### config.mk
export PLATFORM = sky130hd
export DESIGN_NAME = mem_stage
export DESIGN_NICKNAME = d
export VERILOG_FILES = /design/src/rtl/mem_stage_pkg.sv /design/src/rtl/mem_byte_lane.sv /design/src/rtl/mem_stage.sv
export SDC_FILE = /design/constraint.sdc
export NUM_CORES = 1
export LEC_CHECK = 0
export ABC_AREA = 0
export CORE_ASPECT_RATIO = 0.9
export CORE_MARGIN = 8
export CORE_UTILIZATION = 41
export DETAILED_ROUTE_END_ITERATION = 16
export PLACE_DENSITY = 0.77
export RECOVER_POWER = 50
export SYNTH_ARGS = -nofsm -noshare
export SYNTH_HDL_FRONTEND = slang
export SYNTH_SLANG_ARGS = --single-unit
export TNS_END_PERCENT = 1
### constraint.sdc
create_clock -name clk -period 6.1 [get_ports clk]
set_input_delay 1.83 -clock clk [delete_from_list [all_inputs] [get_ports clk]]
set_output_delay 1.83 -clock clk [all_outputs]
set_load 0.03 [all_outputs]
### src/rtl/mem_stage_pkg.sv
// mem_stage_pkg
//   Shared definitions for the memory-access stage: the mem_opt width and
//   operation encodings, plus small helpers that classify an operation.
//   Imported by mem_stage and mem_byte_lane.
package mem_stage_pkg;

    localparam int MEM_OPT_WIDTH = 3;

    localparam logic [MEM_OPT_WIDTH-1:0] MEM_OPT_NONE = 3'd0;
    localparam logic [MEM_OPT_WIDTH-1:0] MEM_OPT_LW   = 3'd1;
    localparam logic [MEM_OPT_WIDTH-1:0] MEM_OPT_SW   = 3'd2;
    localparam logic [MEM_OPT_WIDTH-1:0] MEM_OPT_LB   = 3'd3;
    localparam logic [MEM_OPT_WIDTH-1:0] MEM_OPT_LBU  = 3'd4;
    localparam logic [MEM_OPT_WIDTH-1:0] MEM_OPT_SB   = 3'd5;

    // Encodings above MEM_OPT_SB are unassigned.
    function automatic logic is_legal_op(input logic [MEM_OPT_WIDTH-1:0] op);
        return op <= MEM_OPT_SB;
    endfunction

    // Word ops are the only ones subject to the alignment check.
    function automatic logic is_word_op(input logic [MEM_OPT_WIDTH-1:0] op);
        return (op == MEM_OPT_LW) || (op == MEM_OPT_SW);
    endfunction

    function automatic logic is_store_op(input logic [MEM_OPT_WIDTH-1:0] op);
        return (op == MEM_OPT_SW) || (op == MEM_OPT_SB);
    endfunction

endpackage

### src/rtl/mem_byte_lane.sv
// mem_byte_lane
//   Purely combinational lane steering for the memory stage.
//   Store side : st_op, st_addr_lo, st_data -> st_byte_en, st_wdata
//                (word ops use all lanes; SB replicates the low byte to
//                every lane and enables only the addressed one).
//   Load side  : ld_op, ld_addr_lo, ld_rdata -> ld_result
//                (LW passes the word; LB sign-extends, LBU zero-extends
//                the addressed little-endian lane).
module mem_byte_lane
    import mem_stage_pkg::*;
(
    input  logic [MEM_OPT_WIDTH-1:0] st_op,
    input  logic [1:0]               st_addr_lo,
    input  logic [31:0]              st_data,
    output logic [3:0]               st_byte_en,
    output logic [31:0]              st_wdata,
    input  logic [MEM_OPT_WIDTH-1:0] ld_op,
    input  logic [1:0]               ld_addr_lo,
    input  logic [31:0]              ld_rdata,
    output logic [31:0]              ld_result
);

    logic [7:0] ld_byte;

    // NOTE: every signal written in always_comb gets a default first, so no
    // path through the case can leave it unassigned and infer a latch.
    always_comb begin
        st_byte_en = 4'b0000;
        st_wdata   = 32'h0;
        case (st_op)
            MEM_OPT_LW: st_byte_en = 4'b1111;
            MEM_OPT_SW: begin
                st_byte_en = 4'b1111;
                st_wdata   = st_data;
            end
            MEM_OPT_LB, MEM_OPT_LBU: st_byte_en = 4'b0001 << st_addr_lo;
            MEM_OPT_SB: begin
                st_byte_en = 4'b0001 << st_addr_lo;
                st_wdata   = {4{st_data[7:0]}};
            end
            default: ;
        endcase
    end

    always_comb begin
        ld_byte = ld_rdata[8*ld_addr_lo +: 8];
        case (ld_op)
            MEM_OPT_LW:  ld_result = ld_rdata;
            MEM_OPT_LB:  ld_result = {{24{ld_byte[7]}}, ld_byte};
            MEM_OPT_LBU: ld_result = {24'h0, ld_byte};
            default:     ld_result = 32'h0;
        endcase
    end

endmodule

### src/rtl/mem_stage.sv
// mem_stage
//   Memory-access stage: takes the ALU result as an address (or a
//   pass-through value), performs word/byte loads and stores over a
//   single-outstanding req/ack bus, and emits a one-cycle writeback pulse.
//   Ports:
//     clk, rst                 clock, asynchronous active-high reset
//     in_valid/in_ready        upstream handshake; in_ready low while a
//                              bus transaction is pending
//     alu_result, store_data,
//     mem_opt, wb_reg_in       instruction fields, latched on acceptance
//     bus_req/we/addr/byte_en/
//     wdata, bus_ack, bus_rdata  single-outstanding memory bus
//     out_valid/result/wb_reg  one-cycle writeback pulse
//     exc_addr_err/badvaddr    one-cycle misaligned word-access pulse
module mem_stage
    import mem_stage_pkg::*;
(
    input  logic                     clk,
    input  logic                     rst,
    input  logic                     in_valid,
    output logic                     in_ready,
    input  logic [31:0]              alu_result,
    input  logic [31:0]              store_data,
    input  logic [MEM_OPT_WIDTH-1:0] mem_opt,
    input  logic [4:0]               wb_reg_in,
    output logic                     bus_req,
    output logic                     bus_we,
    output logic [31:0]              bus_addr,
    output logic [3:0]               bus_byte_en,
    output logic [31:0]              bus_wdata,
    input  logic                     bus_ack,
    input  logic [31:0]              bus_rdata,
    output logic                     out_valid,
    output logic [31:0]              out_result,
    output logic [4:0]               out_wb_reg,
    output logic                     exc_addr_err,
    output logic [31:0]              exc_badvaddr
);

    typedef enum logic [0:0] {
        IDLE     = 1'b0,
        WAIT_ACK = 1'b1
    } state_e;

    state_e state, next_state;

    logic                     accept;
    logic [MEM_OPT_WIDTH-1:0] eff_op;
    logic                     misaligned;
    logic                     launch;
    logic                     ack_seen;

    // Instruction fields held for the duration of a bus transaction.
    logic [MEM_OPT_WIDTH-1:0] pend_op;
    logic [1:0]               pend_off;
    logic [4:0]               pend_wb_reg;

    logic [3:0]  st_byte_en;
    logic [31:0] st_wdata;
    logic [31:0] ld_result;

    assign in_ready   = (state == IDLE);
    assign accept     = in_valid && in_ready;
    // Unassigned encodings behave exactly like NONE.
    assign eff_op     = is_legal_op(mem_opt) ? mem_opt : MEM_OPT_NONE;
    assign misaligned = is_word_op(eff_op) && (alu_result[1:0] != 2'b00);
    assign launch     = (eff_op != MEM_OPT_NONE) && !misaligned;
    // Only meaningful while a request is outstanding; stray acks are dropped.
    assign ack_seen   = (state == WAIT_ACK) && bus_ack;

    mem_byte_lane u_lane (
        .st_op      (eff_op),
        .st_addr_lo (alu_result[1:0]),
        .st_data    (store_data),
        .st_byte_en (st_byte_en),
        .st_wdata   (st_wdata),
        .ld_op      (pend_op),
        .ld_addr_lo (pend_off),
        .ld_rdata   (bus_rdata),
        .ld_result  (ld_result)
    );

    // NOTE: sequential state uses non-blocking assignments so every register
    // samples its inputs from the same edge, independent of statement order.
    always_ff @(posedge clk or posedge rst) begin
        if (rst) begin
            state <= IDLE;
        end else begin
            state <= next_state;
        end
    end

    always_comb begin
        next_state = state;
        case (state)
            IDLE:     if (accept && launch) next_state = WAIT_ACK;
            WAIT_ACK: if (bus_ack)          next_state = IDLE;
            default:  next_state = IDLE;
        endcase
    end

    // The async reset clears bus_req immediately, abandoning any pending
    // transaction without a writeback.
    always_ff @(posedge clk or posedge rst) begin
        if (rst) begin
            bus_req      <= 1'b0;
            bus_we       <= 1'b0;
            bus_addr     <= 32'h0;
            bus_byte_en  <= 4'h0;
            bus_wdata    <= 32'h0;
            out_valid    <= 1'b0;
            out_result   <= 32'h0;
            out_wb_reg   <= 5'd0;
            exc_addr_err <= 1'b0;
            exc_badvaddr <= 32'h0;
            pend_op      <= MEM_OPT_NONE;
            pend_off     <= 2'b00;
            pend_wb_reg  <= 5'd0;
        end else begin
            // Writeback and exception are single-cycle pulses.
            out_valid    <= 1'b0;
            exc_addr_err <= 1'b0;
            if (accept) begin
                if (launch) begin
                    bus_req     <= 1'b1;
                    bus_we      <= is_store_op(eff_op);
                    bus_addr    <= {alu_result[31:2], 2'b00};
                    bus_byte_en <= st_byte_en;
                    bus_wdata   <= st_wdata;
                    pend_op     <= eff_op;
                    pend_off    <= alu_result[1:0];
                    pend_wb_reg <= wb_reg_in;
                end else if (misaligned) begin
                    out_valid    <= 1'b1;
                    out_result   <= 32'h0;
                    out_wb_reg   <= 5'd0;
                    exc_addr_err <= 1'b1;
                    exc_badvaddr <= alu_result;
                end else begin
                    out_valid  <= 1'b1;
                    out_result <= alu_result;
                    out_wb_reg <= wb_reg_in;
                end
            end else if (ack_seen) begin
                bus_req   <= 1'b0;
                bus_we    <= 1'b0;
                out_valid <= 1'b1;
                if (is_store_op(pend_op)) begin
                    out_result <= 32'h0;
                    out_wb_reg <= 5'd0;
                end else begin
                    out_result <= ld_result;
                    out_wb_reg <= pend_wb_reg;
                end
            end
        end
    end

`ifndef SYNTHESIS
    always_ff @(posedge clk) begin
        if (!rst && accept && !is_legal_op(mem_opt)) begin
            $warning("mem_stage: illegal mem_opt %0d treated as NONE", mem_opt);
        end
    end
`endif

endmodule

==> results.sh <==
export IMPL_grt_first_pass_wirelength_mm=34.8
export IMPL_cts_repair_timing_setup_buffer_count=0
export IMPL_dr_first_iter_drc_count=313
export IMPL_maxCapViolCount=1
export IMPL_cp_start_kind="input port"
export IMPL_vias=5638
export IMPL_yosysWarningCount=0
export IMPL_met3_length_mm=1.89
export IMPL_place_inst=983
export IMPL_antenna_left=0
export IMPL_power_mw=4.20
export IMPL_clk_root_buffer_cell="clkbuf_16"
export IMPL_power_static_leakage_nw=4.40
export IMPL_die_w_um=155
export IMPL_number_of_global_route_vias_before_repair=5925
export IMPL_finalCritPeriodShare_pct=75.0
export IMPL_synthesis_area_per_instance_um2=12.5
export IMPL_die_height_um=141
export IMPL_outcome="finished with violations"
export IMPL_yosys_register_bits=150
export IMPL_biggest_registers_after_layout="bus_wdata (32), exc_badvaddr (32), out_result (32)"
export IMPL_cp_end_kind="asynchronous set/reset pin"
export IMPL_timing_final_setup_violations=0
export IMPL_post_cts_resized=0
export IMPL_met2WireLength_mm=11.0
export IMPL_worst_slew_margin_rel_pct=-84.0
export IMPL_power_per_cell_area_mw_per_mm2=408
export IMPL_routedWlPerCell_um=22.1
export IMPL_synth_area_mm2=0.00710
export IMPL_start_util_pct=42.0
export IMPL_floorplan_die_area_mm2=0.0218
export IMPL_cts_hold_buffers_added=0
export IMPL_worst_ep_required_time_ps=6490
export IMPL_grt_setup_unrepaired="false"
export IMPL_clk_transition_reported_paths_ps=60
export IMPL_grt_overall_usage_pct=20.4
export IMPL_synth_cell_type_count=48
export IMPL_worst_pin_slew_ps=2740
export IMPL_finalWorstPathRequiredPeriod_ps=4570
export IMPL_clk_insertion_delay_late_ps=410
export IMPL_cts_tree="yes"
export IMPL_final_net_count=899
export IMPL_num_io_pins=250
export IMPL_hold_path_class="register to register"
export IMPL_areaGrowthSynthToFinish_pct=45.1
export IMPL_slew_violations=64
export IMPL_most_common_layout_cells="176 x clkdlybuf4s50_1, 150 x dfrtp_1, 88 x mux2_2, 71 x dlygate4sd3_1, 49 x a22o_1"
export IMPL_synthesis_instances=568
export IMPL_worst_r2r_setup_slack_ps=3410
export IMPL_routedLengthMet1_mm=9.21
export IMPL_cts_root_to_sink_buffers=2
export IMPL_rows=45
export IMPL_fmax_mhz=219
export IMPL_most_common_cell_after_layout_fill_and_taps_aside="clkdlybuf4s50_1"
export IMPL_grt_antenna_before_repair=1
export IMPL_critical_path_data_arrival_time_ps=4970
export IMPL_detailedPlacementHpwl_mm=16.5
export IMPL_grt_max_degree=64
export IMPL_fill_cells=1347
export IMPL_instances_no_fill=1016
export IMPL_viasPerCell=5.55
export IMPL_detailed_route_wl_mm=22.5
export IMPL_timing_critical_path_fanout_max=63
export IMPL_worst_clock_skew_ps=7.24
export IMPL_cts_num_sinks=150
export IMPL_proportion_of_synthesized_chip_area_in_sequential_cells_pct=52.9
export IMPL_vdd_ir_drop_worst_mv=0.305
export IMPL_numCtsBuffers=17
export IMPL_top_layer="met4"
export IMPL_detail_route_drc_violations=0
export IMPL_core_area_mm2=0.0169
export IMPL_portBuffers=247
export IMPL_drt_pre_antenna_iters=4
export IMPL_failing_checks="capacitance limit, slew limit"
export IMPL_path_class="input port to asynchronous set/reset pin"
export IMPL_gr_total_overflow=0
export IMPL_timing_setup_tns_ps=0
export IMPL_place_congestion=0.845
export IMPL_post_route_cells_drive_above_1_share_pct=18.7
export IMPL_hold_viol_final=0
export IMPL_h_tree_depth=4
[metrics by stage]
| step | instance area (um^2) | hold slack, ps | worst slack [ps] | util, % |
|---|---|---|---|---|
| 3_3_place_gp | 9650 | 462 | 1620 | 57.1 |
| 4_1_cts | 10300 | 498 | 1950 | 61.0 |
| 2_1_floorplan | 7100 | 480 | 234 | - |
| 3_5_place_dp | 9650 | 483 | 1520 | 57.1 |
| 6_report | 10300 | 485 | 1530 | 60.9 |
| 5_1_grt | 10300 | 511 | 960 | 60.9 |
[path summary, 6_finish.rpt]
kind                                     start                          to  cells after the start
hold reg to reg            bus_req$_DFFE_PP0P_         bus_req$_DFFE_PP0P_                      2
setup / recovery                           rst  out_result[19]$_DFFE_PP0P_                      3
hold / removal             bus_req$_DFFE_PP0P_         bus_req$_DFFE_PP0P_                      2
min in group asynchronous                  rst   bus_wdata[31]$_DFFE_PP0P_                      2
setup reg to reg               state$_DFF_PP0_  out_result[22]$_DFFE_PP0P_                      6
max in group clk                      in_valid  out_result[22]$_DFFE_PP0P_                      7
[Yosys cell counts (all sizes together)]
library cell | instances | share of area (%)
a211oi | 1 | 0.11
a21boi | 1 | 0.11
a21oi | 29 | 2.0
a22o | 49 | 6.0
a22oi | 11 | 1.2
a2bb2oi | 8 | 1.1
a311o | 1 | 0.14
a32o | 1 | 0.14
a32oi | 2 | 0.25
and2 | 1 | 0.088
and3b | 4 | 0.49
buf | 38 | 3.3
clkbuf | 14 | 0.76
conb | 1 | 0.053
dfrtp | 150 | 53
inv | 13 | 0.69
mux2 | 97 | 15
mux2i | 9 | 1.3
mux4 | 8 | 2.5
nand2 | 38 | 2.0
nand2b | 4 | 0.35
nand3 | 6 | 0.42
nor2 | 5 | 0.26
nor2b | 4 | 0.35
nor3 | 5 | 0.58
nor3b | 11 | 1.4
o21a | 7 | 0.74
o21ai | 18 | 1.3
o22a | 25 | 3.1
o311ai | 2 | 0.35
o31a | 1 | 0.12
o31ai | 1 | 0.11
or2 | 2 | 0.18
xnor2 | 1 | 0.12
[kinds of logic (layout without fill, tap and decap cells)]
| group | Yosys count | count (layout) | share of synthesized area [%] |
|---|---|---|---|
| AND/OR/NAND/NOR | 80 | 80 | 6.15 |
| other | 1 | 3 | 0.0528 |
| flip-flops | 150 | 150 | 52.9 |
| buffers and inverters | 65 | 300 | 4.76 |
| XOR/XNOR | 1 | 1 | 0.123 |
| AO/OA/AOI/OAI | 157 | 157 | 16.8 |
| multiplexers | 114 | 114 | 19.2 |
[critical path, cell delays in order]
cell,delay [ps]
dlygate4sd3_1,540
clkinvlp_2,1550
clkbuf_2,1000
[area by class of cell]
class                           instances  area (um^2)  area share [%]
Sequential cell                       150         3750            36.5
Timing Repair Buffer                  255         2540            24.7
Multi-Input combinational cell        354         3030            29.4
Clock inverter                         15          226            2.20
Tap cell                              211          264            2.56
Inverter                               13         50.0           0.486
Antenna cell                            1         2.50          0.0243
Clock buffer                           17          425            4.13
[power by group]
group / leakage, nW / internal, mW / switching (mW)
combinational: 2.24 / 0.713 / 0.919
clock: 0.310 / 0.730 / 0.425
sequential: 1.84 / 1.25 / 0.161
[layer usage]
metal	vias to the layer above	global-route usage, %
met5	-	0
met4	0	5.56
met3	25	7.27
met2	211	34.0
met1	2853	24.6
li1	2549	-
No activity file was read; power rests on OpenSTA's default activity.
